## src/rtl/m_reqack_pkg.sv

```systemverilog
`default_nettype none
// ============================================================================
// Module      : m_reqack_pkg
// Description : Shared types and defaults for the req/ack responder.
// Revision    : 1.0 - initial release
// ============================================================================
package m_reqack_pkg;

    localparam int NUM_LVL_DEF = 4;

    typedef enum logic [1:0] {
        IDLE  = 2'd0,
        ARMED = 2'd1,
        EVAL  = 2'd2,
        ACK   = 2'd3
    } resp_state_e;

endpackage
`default_nettype wire

```

## src/rtl/m_lvl_ctr.sv

```systemverilog
`default_nettype none
// ============================================================================
// Module      : m_lvl_ctr
// Description : Priority-level counter with clear, increment and saturation.
// Revision    : 1.0 - initial release
// ============================================================================
module m_lvl_ctr #(
    parameter int NUM_LVL = 4,
    parameter int LVL_W   = $clog2(NUM_LVL)
) (
    input  logic             clk,
    input  logic             rst_n,
    input  logic             clr,
    input  logic             inc,
    output logic [LVL_W-1:0] cnt,
    output logic             at_max
);

    localparam logic [LVL_W-1:0] c_LVL_MAX = LVL_W'(NUM_LVL - 1);

    logic [LVL_W-1:0] r_cnt;

    assign at_max = (r_cnt == c_LVL_MAX);
    assign cnt    = r_cnt;

    // Clear wins over increment; increment stalls once the top level is reached.
    always_ff @(posedge clk) begin
        if (!rst_n || clr) begin
            r_cnt <= '0;
        end else if (inc && !at_max) begin
            r_cnt <= r_cnt + LVL_W'(1);
        end
    end

endmodule
`default_nettype wire

```

## src/rtl/m_reqack_resp.sv

```systemverilog
`default_nettype none
// ============================================================================
// Module      : m_reqack_resp
// Description : Escalating-priority request/acknowledge responder.
// Revision    : 1.0 - initial release
// ============================================================================
module m_reqack_resp
    import m_reqack_pkg::*;
#(
    parameter int NUM_LVL = NUM_LVL_DEF,
    parameter int LVL_W   = $clog2(NUM_LVL)
) (
    input  logic               clk,
    input  logic               rst_n,
    input  logic               ready,
    input  logic               go,
    input  logic [NUM_LVL-1:0] req,
    input  logic [NUM_LVL-1:0] ack_en,
    output logic [NUM_LVL-1:0] ack,
    output logic               pass,
    output logic               fail,
    output logic               busy,
    output logic [LVL_W-1:0]   lvl
);

    resp_state_e        r_state;
    resp_state_e        w_state_nxt;
    logic [NUM_LVL-1:0] r_ack;
    logic [NUM_LVL-1:0] w_ack_nxt;
    logic               r_pass;
    logic               w_pass_nxt;
    logic               r_fail;
    logic               w_fail_nxt;
    logic               r_busy;
    logic               w_clr;
    logic               w_inc;
    logic               w_at_max;
    logic [LVL_W-1:0]   w_lvl;
    logic               w_hit;

    m_lvl_ctr #(
        .NUM_LVL (NUM_LVL),
        .LVL_W   (LVL_W)
    ) u_lvl_ctr (
        .clk    (clk),
        .rst_n  (rst_n),
        .clr    (w_clr),
        .inc    (w_inc),
        .cnt    (w_lvl),
        .at_max (w_at_max)
    );

    // Only the level under evaluation is looked at.
    assign w_hit = req[w_lvl] & ack_en[w_lvl];

    always_comb begin
        w_state_nxt = r_state;
        w_clr       = 1'b1;
        w_inc       = 1'b0;
        w_ack_nxt   = '0;
        w_pass_nxt  = 1'b0;
        w_fail_nxt  = 1'b0;
        case (r_state)
            IDLE: begin
                if (ready) w_state_nxt = ARMED;
            end
            ARMED: begin
                if (go)          w_state_nxt = EVAL;
                else if (!ready) w_state_nxt = IDLE;
            end
            EVAL: begin
                w_clr = 1'b0;
                if (w_hit) begin
                    w_state_nxt      = ACK;
                    w_ack_nxt[w_lvl] = 1'b1;
                    w_pass_nxt       = 1'b1;
                end else if (!w_at_max) begin
                    w_inc = 1'b1;
                end else begin
                    w_state_nxt = IDLE;
                    w_clr       = 1'b1;
                    w_fail_nxt  = 1'b1;
                end
            end
            ACK: begin
                // Level is held through ACK and cleared on the way out.
                w_state_nxt = IDLE;
            end
            default: w_state_nxt = IDLE;
        endcase
    end

    always_ff @(posedge clk) begin
        if (!rst_n) begin
            r_state <= IDLE;
            r_ack   <= '0;
            r_pass  <= 1'b0;
            r_fail  <= 1'b0;
            r_busy  <= 1'b0;
        end else begin
            r_state <= w_state_nxt;
            r_ack   <= w_ack_nxt;
            r_pass  <= w_pass_nxt;
            r_fail  <= w_fail_nxt;
            r_busy  <= (w_state_nxt != IDLE);
        end
    end

    assign ack  = r_ack;
    assign pass = r_pass;
    assign fail = r_fail;
    assign busy = r_busy;
    assign lvl  = w_lvl;

endmodule
`default_nettype wire

```

## config.mk

```make
export PLATFORM = sky130hd
export DESIGN_NAME = m_reqack_resp
export DESIGN_NICKNAME = d
export VERILOG_FILES = /design/src/rtl/m_reqack_pkg.sv /design/src/rtl/m_lvl_ctr.sv /design/src/rtl/m_reqack_resp.sv
export SDC_FILE = /design/constraint.sdc
export NUM_CORES = 1
export LEC_CHECK = 0
export ABC_AREA = 1
export BUFFER_PORTS_ARGS = -buffer_cell sky130_fd_sc_hd__buf_2
export CAP_MARGIN = 20
export CORE_UTILIZATION = 36
export CTS_BUF_LIST = sky130_fd_sc_hd__clkbuf_4 sky130_fd_sc_hd__clkbuf_8 sky130_fd_sc_hd__clkbuf_16
export CTS_CLUSTER_SIZE = 25
export DETAILED_ROUTE_END_ITERATION = 10
export GPL_TIMING_DRIVEN = 0
export PLACE_DENSITY = 0.74
export REMOVE_ABC_BUFFERS = 1
export SYNTH_ARGS = -nofsm -noshare
export SYNTH_HDL_FRONTEND = slang
export SYNTH_HIERARCHICAL = 1
export SYNTH_SLANG_ARGS = --single-unit
```

## constraint.sdc

```tcl
create_clock -name clk -period 4.5 [get_ports clk]
set_clock_uncertainty 0.1 [all_clocks]
set_input_delay 0.9 -clock clk [delete_from_list [all_inputs] [get_ports clk]]
set_output_delay 0.9 -clock clk [all_outputs]
set_load 0.1 [all_outputs]
```

Word-level counts from Yosys, hierarchy flattened
Index checks and enable logic that the tools add are counted.
{"block": "word_totals", "ff_bits": 11, "in_bits": 12, "out_inout_bits": 9, "word_cells": 42}
{"block": "classes", "addsub": 1, "magnitude_cmp": 2, "n_eq_ne": 4, "mux": 19, "bitwise": 1, "n_reduce_logical": 9}
{"op": "two-way mux 1 bit", "n": 10}
{"op": "two-way mux 2 bit", "n": 5}
{"op": "one-hot mux 2 bit (4 select lines)", "n": 1}
{"op": "== test 2 bit (second input constant)", "n": 3}
{"op": "binary-select mux 1 bit (select 2 bit)", "n": 2}
{"op": "< comparator 2 x 3 -> 1 bit (second input constant)", "n": 1}
{"op": "AND reduction 3 bit", "n": 1}
{"op": "adder 2 x 1 -> 2 bit (second input constant)", "n": 1}
{"op": "demux 1 bit (select 2 bit)", "n": 1}
{"op": "== test 2 x 1 -> 1 bit (second input constant)", "n": 1}
{"op": ">= comparator 2 x 1 -> 1 bit (second input constant)", "n": 1}
{"op": "logical AND 1 bit", "n": 2}
{"op": "logical NOT 1 bit", "n": 2}
{"op": "logical NOT 2 bit", "n": 1}
{"op": "AND reduction 2 bit", "n": 1}
{"op": "nonzero test 2 bit", "n": 1}
{"op": "AND 1 bit", "n": 1}
{"op": "logical OR 1 bit", "n": 1}

Logic depth before layout (Yosys ltp)
Gate-level depths: netlist (run 1).
{"block": "depth", "word_depth": 6, "mapped_depth": 12, "mapped_depth_nobuf": 12}

Cells and area by module
Netlist (run 1), hierarchy kept.
{"module": "m_reqack_resp", "n_inst": 1, "cells_each": 53, "area_per_inst_um2": 387.9, "seq_area_each_um2": 180.2}
{"module": "m_lvl_ctr", "n_inst": 1, "cells_each": 17, "area_per_inst_um2": 110.1, "seq_area_each_um2": 40.0}

Least setup slack after synthesis (run 1)
Ideal clock, no wire load.
{"block": "synth_timing", "path_type": "register to register", "start": "register u_lvl_ctr.r_cnt[0] (netlist: u_lvl_ctr/cnt[0])", "end": "register u_lvl_ctr.r_cnt[0] (netlist: u_lvl_ctr/cnt[0])", "setup_ps": 66, "t_arrival_ps": 2091, "required_time_ps": 4334, "path_slack_ps": 2243, "stages_incl_launch_ff": 13, "path_buffers": 0, "period_less_slack_ps": 2257, "cell_sequence": "dfxtp_1 > inv_2 > nand2_1 > nand2_1 > nand2_1 > nand2_2 > nand2_2 > nand2_1 > nor2_1 > inv_1 > nor2_2 > nor2_1 > nor2_1"}
{"block": "synth_between", "elab_chain_len": 6, "word_cells_on_any_way": 16, "classes_between": "add/sub: 1; eq/ne: 1; mux: 10; bitwise: 1; reduce/logical: 3"}
{"element": "start, declared", "line_no": "m_lvl_ctr.sv:21", "rtl": "logic [LVL_W-1:0] r_cnt;"}
{"element": "start signal, assigned", "line_no": "m_lvl_ctr.sv:31", "rtl": "r_cnt <= r_cnt + LVL_W'(1);"}
{"element": "binary-select mux 1 bit (select 2 bit)", "line_no": "m_reqack_resp.sv:54", "rtl": "assign w_hit = req[w_lvl] & ack_en[w_lvl];"}
{"element": "two-way mux 1 bit (implied by the code)", "line_no": "m_reqack_resp.sv:54"}
{"element": "AND 1 bit", "line_no": "m_reqack_resp.sv:54"}
{"element": "two-way mux 1 bit *", "line_no": "m_reqack_resp.sv:73", "rtl": "if (w_hit) begin"}
{"element": "two-way mux 1 bit *", "line_no": "m_reqack_resp.sv:63", "rtl": "case (r_state)"}
{"element": "via w_inc", "line_no": "m_reqack_resp.sv:36", "rtl": "logic w_inc;"}
{"element": "logical AND 1 bit *", "line_no": "m_lvl_ctr.sv:30", "rtl": "end else if (inc && !at_max) begin"}
The timed path passes the listed nets; every way through them passes the cells marked *. The select of a mux whose other input is x is not followed.
A chain may end at the register's enable or synchronous reset.

Final worst setup path (run 1)
{"block": "layout_timing", "start": "register u_lvl_ctr.r_cnt[0] (netlist: u_lvl_ctr/cnt[0])", "end": "output port lvl[0]"}
{"element": "end, declared", "line_no": "m_reqack_resp.sv:23", "rtl": "output logic [LVL_W-1:0] lvl"}
No word-level cell between the ends.

==> flow_metrics.env, run 1 <==
export IMPL_outcome="finished clean"
export IMPL_clk_latency_ns=0.27
export IMPL_cts_sinks=11
export IMPL_hold_class="reg -> reg"
export IMPL_syn_avg_cell_area_um2=7.114
export IMPL_synthCells=70
export IMPL_cts_buffers=3
export IMPL_cp_slowest_cell="dfxtp_1"
export IMPL_ys_warn_count=6
export IMPL_grt_pass1_vias=382
export IMPL_critical_path_peak_fanout=11
export IMPL_setup_viol=0
export IMPL_grt_ovfl_total=0
export IMPL_wl_per_cell_um=8.615
export IMPL_fp_dieArea_um2=1536
export IMPL_cellPowerDensity_nw_per_um2=307.9
export IMPL_first_pass_iters=4
export IMPL_synth_seq_cells=11
export IMPL_io_buffers=20
export IMPL_antenna_left=0
export IMPL_h_tree_depth=1
export IMPL_synth_area_um2=498.0
export IMPL_boundaryPins=21
export IMPL_crit_family="flip-flops"
export IMPL_critical_path_max_stage_delay_ns=0.54
export IMPL_yosysUniqueCellTypes=12
export IMPL_tightest_slew_ns=0.4852
export IMPL_std_cell_rows=13
export IMPL_criticalPathCategory="reg -> out"
export IMPL_min_to="r_state[0]"
export IMPL_hold_start="r_state[1]"
export IMPL_worst_path_buf_inv=1
export IMPL_antenna_found_initial=0
export IMPL_finalSetupTns_ns=0
export IMPL_reg2reg_to="u_lvl_ctr/cnt[1]"
export IMPL_fillers=140
export IMPL_place_ws_ns=2.470
export IMPL_fmax_ghz=0.4332
export IMPL_via_per_inst=4.532
export IMPL_cts_root_buf="clkbuf_4"
export IMPL_core_area_um2=1301
export IMPL_r2r_cells=12
export IMPL_final_hold_viol_count=0
export IMPL_grt_max_degree=12
export IMPL_cp_start_kind="flop"
export IMPL_crit_required_ns=3.50
export IMPL_multiInputGateArea_um2=240.2
export IMPL_post_cts_setup_buffer_count=0
export IMPL_clock_path_buffers=2
export IMPL_num_vias=494
export IMPL_diodes=0
export IMPL_peakVddDrop_v=0.0001713
export IMPL_layout_nets=108
export IMPL_place_congestion=0.6727
export IMPL_routed_wl_um=939
export IMPL_drive_gt1_share_pct=40.43
export IMPL_end_kind="output port"
export IMPL_start_util_pct=38.27
export IMPL_crit_chain="buf_2"
export IMPL_ff_latch_area_um2=220.2
export IMPL_slew_headroom_pct=67.88
export IMPL_hold_buffers=0
export IMPL_grt_first_pass_wirelength_um=1455
export IMPL_r2r_start="u_lvl_ctr/cnt[0]"
export IMPL_dpl_hpwl_um=726.4
export IMPL_finalWorstPathRequiredPeriod_ns=2.309
export IMPL_setup_ws_ns=2.191
export IMPL_cts_repair_resized=0
export IMPL_die_w_um=39.19
export IMPL_power_leakage_nw=0.3489
export IMPL_cts_tree="done"
export IMPL_drv_slew=0
export IMPL_clkTransAtPathRegs_ns=0.07
export IMPL_layoutNonFillerInstCount=109
export IMPL_drc=0
export IMPL_dp_cells=105
export IMPL_grt_usage_pct=15.21
export IMPL_r2r_slack_ns=2.80
export IMPL_maxCapViolations=0
export IMPL_cp_arrival_ns=1.31
export IMPL_ys_seq_area_share_pct=44.22
export IMPL_area_delta_synth_final_pct=29.90
export IMPL_hold_path_depth=3
export IMPL_rsz0062_at_grt="false"
export IMPL_dieHeight_um=39.19
export IMPL_min_period_over_period_pct=51.30
export IMPL_drt_iter0_markers=8
-- cell usage after synthesis, drive strengths merged --
master	instances	area, um^2
nand2	30	137.6
dfxtp	11	220.2
inv	10	37.54
nor2	9	36.29
nor3	4	20.02
nand3	3	15.01
nand4	2	18.77
ha	1	12.51
-- placed cells by master (no fill, tap or decap) --
| cell type | n |
|---|---|
| inv_2 | 2 |
| nor2_2 | 1 |
| inv_1 | 8 |
| nand2_1 | 20 |
| nand4_2 | 1 |
| dfxtp_1 | 11 |
| nand4_1 | 1 |
| buf_2 | 20 |
| clkbuf_4 | 4 |
| nor2_1 | 8 |
| nand3_1 | 3 |
| nand2_2 | 10 |
| ha_1 | 1 |
| nor3_1 | 4 |
-- layout make-up --
class | instances | share of cell area, %
repair buffers | 20 | 15.47
inverters | 10 | 5.803
well taps | 15 | 2.901
flip-flops and latches | 11 | 34.04
clock buffers | 4 | 4.642
multi-input cells | 49 | 37.14
-- stage by stage --
stage | utilization (%) | hold WS (ns) | instance area [um^2] | power (mW)
finish | 49.71 | 0.4611 | 646.9 | 0.1991
global route | 49.71 | 0.5126 | 646.9 | 0.2112
CTS | 49.71 | 0.4623 | 646.9 | 0.2024
detailed placement | 47.40 | 0.4538 | 616.8 | 0.1286
global placement | 47.40 | 0.4450 | 616.8 | 0.1280
floorplan | - | 0.4337 | 498.0 | 0.1209
-- power breakdown --
group	switching, mW	internal (mW)	total, mW
clock	0.0326	0.0404	0.0730
sequential	0.000929	0.0995	0.100
combinational	0.0174	0.00835	0.0257
-- sequential cells by signal (all words and copies together), names as in the netlist --
register / flops
ack: 4
busy: 1
fail: 1
pass: 1
r_state: 2
u_lvl_ctr/cnt: 2
-- metal layers --
metal | global-route usage (%) | wire length (um) | share of wire [%] | vias up
met4 | 5.172 | 12 | 1.3 | 0
met1 | 15.03 | 387 | 41 | 217
li1 | - | - | - | 261
met2 | 25.00 | 471 | 50 | 11
met3 | 10.40 | 67 | 7.1 | 5
met5 | 0 | 0 | 0 | -
-- worst max path at each step --
stage          cells past startpoint             start  slack [ns]                to
2_1_floorplan                     12  u_lvl_ctr/cnt[0]        2.24  u_lvl_ctr/cnt[0]
3_3_place_gp                       1  u_lvl_ctr/cnt[0]        2.48            lvl[0]
3_5_place_dp                       1  u_lvl_ctr/cnt[0]        2.47            lvl[0]
4_1_cts                            1  u_lvl_ctr/cnt[0]        2.17            lvl[0]
5_1_grt                            1  u_lvl_ctr/cnt[0]        2.13            lvl[0]
6_report                           1  u_lvl_ctr/cnt[0]        2.19            lvl[0]
-- kinds of logic (layout without fill, tap and decap cells) --
family | after synthesis | after routing | share of synthesized area (%)
adders and majority gates | 1 | 1 | 2.512
buffers and inverters | 10 | 34 | 7.538
DFF | 11 | 11 | 44.22
and+or+nand+nor | 48 | 48 | 45.73
No activity file was read; power rests on OpenSTA's default activity.
==> inputs of run 2 (changes only) <==
--- a/config.mk
+++ b/config.mk
@@ -13,7 +13,7 @@
 export CTS_CLUSTER_SIZE = 25
 export DETAILED_ROUTE_END_ITERATION = 10
 export GPL_TIMING_DRIVEN = 0
-export PLACE_DENSITY = 0.74
+export PLACE_DENSITY = 0.76
 export REMOVE_ABC_BUFFERS = 1
 export SYNTH_ARGS = -nofsm -noshare
 export SYNTH_HDL_FRONTEND = slang
==> constraint.sdc (replaced) <==
create_clock -name clk -period 1.96 [get_ports clk]
set_clock_uncertainty 0.1 [all_clocks]
set_input_delay 0.392 -clock clk [delete_from_list [all_inputs] [get_ports clk]]
set_output_delay 0.392 -clock clk [all_outputs]
set_load 0.1 [all_outputs]
==> run 2 against run 1 <==
Against the previous run: flip-flop and latch count unchanged; critical path depth stayed put; global-route usage down 2.1 points; worst setup slack got worse by 2.0 ns; total power increased by 130%; register-to-register slack got worse by 2.5 ns; sequential share of layout area is the same; sequential power up 130%; critical path type unchanged; highest routed layer unchanged.
==> flow_metrics.env, run 2 (synthesis gave the netlist of run 1 again) <==
export IMPL_crit_start="u_lvl_ctr/cnt[0]"
export IMPL_post_cts_setup_buffer_count=0
export IMPL_fillers=148
export IMPL_first_pass_iters=4
export IMPL_crit_chain="buf_2"
export IMPL_grt_ovfl_total=0
export IMPL_clkTransAtPathRegs_ns=0.07
export IMPL_cellPowerDensity_nw_per_um2=709.5
export IMPL_endpoint="lvl[0]"
export IMPL_reg2reg_to="u_lvl_ctr/cnt[0]"
export IMPL_critical_path_peak_fanout=11
export IMPL_dp_cells=105
export IMPL_drc=0
export IMPL_grt_usage_pct=13.16
export IMPL_area_delta_synth_final_pct=29.90
export IMPL_rsz0062_at_grt="false"
export IMPL_place_congestion=0.7590
export IMPL_power_leakage_nw=0.3489
export IMPL_cts_sinks=11
export IMPL_ff_latch_area_um2=220.2
export IMPL_cts_repair_resized=0
export IMPL_crit_required_ns=1.47
export IMPL_antenna_left=0
export IMPL_tightest_slew_ns=0.4846
export IMPL_fp_dieArea_um2=1536
export IMPL_clk_latency_ns=0.27
export IMPL_clock_path_buffers=2
export IMPL_drt_iter0_markers=7
export IMPL_cp_start_kind="flop"
export IMPL_num_vias=475
export IMPL_std_cell_rows=13
export IMPL_largest_register_ffs=4
export IMPL_crit_family="flip-flops"
export IMPL_min_period_over_period_pct=91.89
export IMPL_wl_per_cell_um=7.936
export IMPL_h_tree_depth=1
export IMPL_via_per_inst=4.358
export IMPL_cp_arrival_ns=1.31
export IMPL_end_kind="output port"
export IMPL_r2r_start="u_lvl_ctr/cnt[0]"
export IMPL_finalWorstPathRequiredPeriod_ns=1.801
export IMPL_dieHeight_um=39.19
export IMPL_worst_path_buf_inv=1
export IMPL_critical_path_max_stage_delay_ns=0.54
export IMPL_layoutNonFillerInstCount=109
export IMPL_hold_buffers=0
export IMPL_peakVddDrop_v=0.0003774
export IMPL_drv_slew=0
export IMPL_layout_nets=108
export IMPL_criticalPathCategory="reg -> out"
export IMPL_grt_pass1_vias=362
export IMPL_dpl_hpwl_um=690.1
export IMPL_critical_path_depth=1
export IMPL_r2r_cells=12
export IMPL_multiInputGateArea_um2=240.2
export IMPL_antenna_found_initial=0
export IMPL_die_w_um=39.19
export IMPL_grt_first_pass_wirelength_um=1317
export IMPL_final_cell_mix="nand2_1 (20), buf_2 (20), dfxtp_1 (11)"
export IMPL_start_util_pct=38.27
export IMPL_hold_class="in -> reg"
export IMPL_boundaryPins=21
export IMPL_io_buffers=20
export IMPL_cts_tree="done"
export IMPL_diodes=0
export IMPL_grt_max_degree=12
export IMPL_maxCapViolations=0
export IMPL_core_area_um2=1301
export IMPL_cp_slowest_cell="dfxtp_1"
export IMPL_drive_gt1_share_pct=40.43
export IMPL_slew_headroom_pct=67.91
export IMPL_routed_wl_um=865
export IMPL_setup_viol=0
export IMPL_holdWs_ns=0.3038
export IMPL_fmax_ghz=0.5552
export IMPL_final_hold_viol_count=0
export IMPL_cts_root_buf="clkbuf_4"
export IMPL_r2r_slack_ns=0.27
export IMPL_cts_buffers=3
export IMPL_outcome="finished clean"
export IMPL_final_util_pct=49.71
==> run 2: worst min path at each step <==
stage / start / to / slack [ns] / cells after the start
finish: rst_n / busy / 0.30 / 3
detailed placement: r_state[1] / r_state[0] / 0.46 / 3
global placement: r_state[1] / r_state[0] / 0.45 / 3
CTS: rst_n / busy / 0.30 / 3
global route: rst_n / fail / 0.30 / 3
floorplan: rst_n / r_state[1] / 0.40 / 2
==> run 2: through the flow <==
| stage | setup TNS, ns | power [mW] | cell area [um^2] | worst slack [ns] |
|---|---|---|---|---|
| 4_1_cts | 0 | 0.4647 | 646.9 | 0.1410 |
| 6_report | 0 | 0.4589 | 646.9 | 0.1590 |
| 2_1_floorplan | -0.8195 | 0.2776 | 498.0 | -0.2971 |
| 3_5_place_dp | 0 | 0.2951 | 616.8 | 0.2713 |
| 3_3_place_gp | 0 | 0.2939 | 616.8 | 0.3217 |
| 5_1_grt | 0 | 0.4795 | 646.9 | 0.04417 |
==> run 2: worst reg2reg max path, stage by stage (launching register included) <==
cell and delay (ns):
dfxtp_1 0.54, inv_2 0.12, nand2_1 0.08, nand2_1 0.04
nand2_1 0.06, nand2_2 0.07, nand2_2 0.08, nand2_1 0.05
nor2_1 0.18, inv_1 0.07, nor2_2 0.10, nor2_1 0.05
nor2_1 0.10
==> run 2: report_power, final <==
part / switching, mW / internal [mW]
sequential: 0.00190 / 0.228
combinational: 0.0400 / 0.0192
clock: 0.0769 / 0.0926
==> run 2: cell type report <==
type / instances / area share, %
multi-input combinational: 49 / 37.14
tap: 15 / 2.901
inverter: 10 / 5.803
sequential: 11 / 34.04
clock buffer: 4 / 4.642
timing repair buffer: 20 / 15.47
==> run 2: metal layers <==
layer	vias up	global-route usage, %	part of all wire (%)
met5	-	0	0
met4	0	7.759	0.69
met3	2	5.202	6.5
met2	12	21.67	47
met1	197	13.94	45
li1	264	-	-
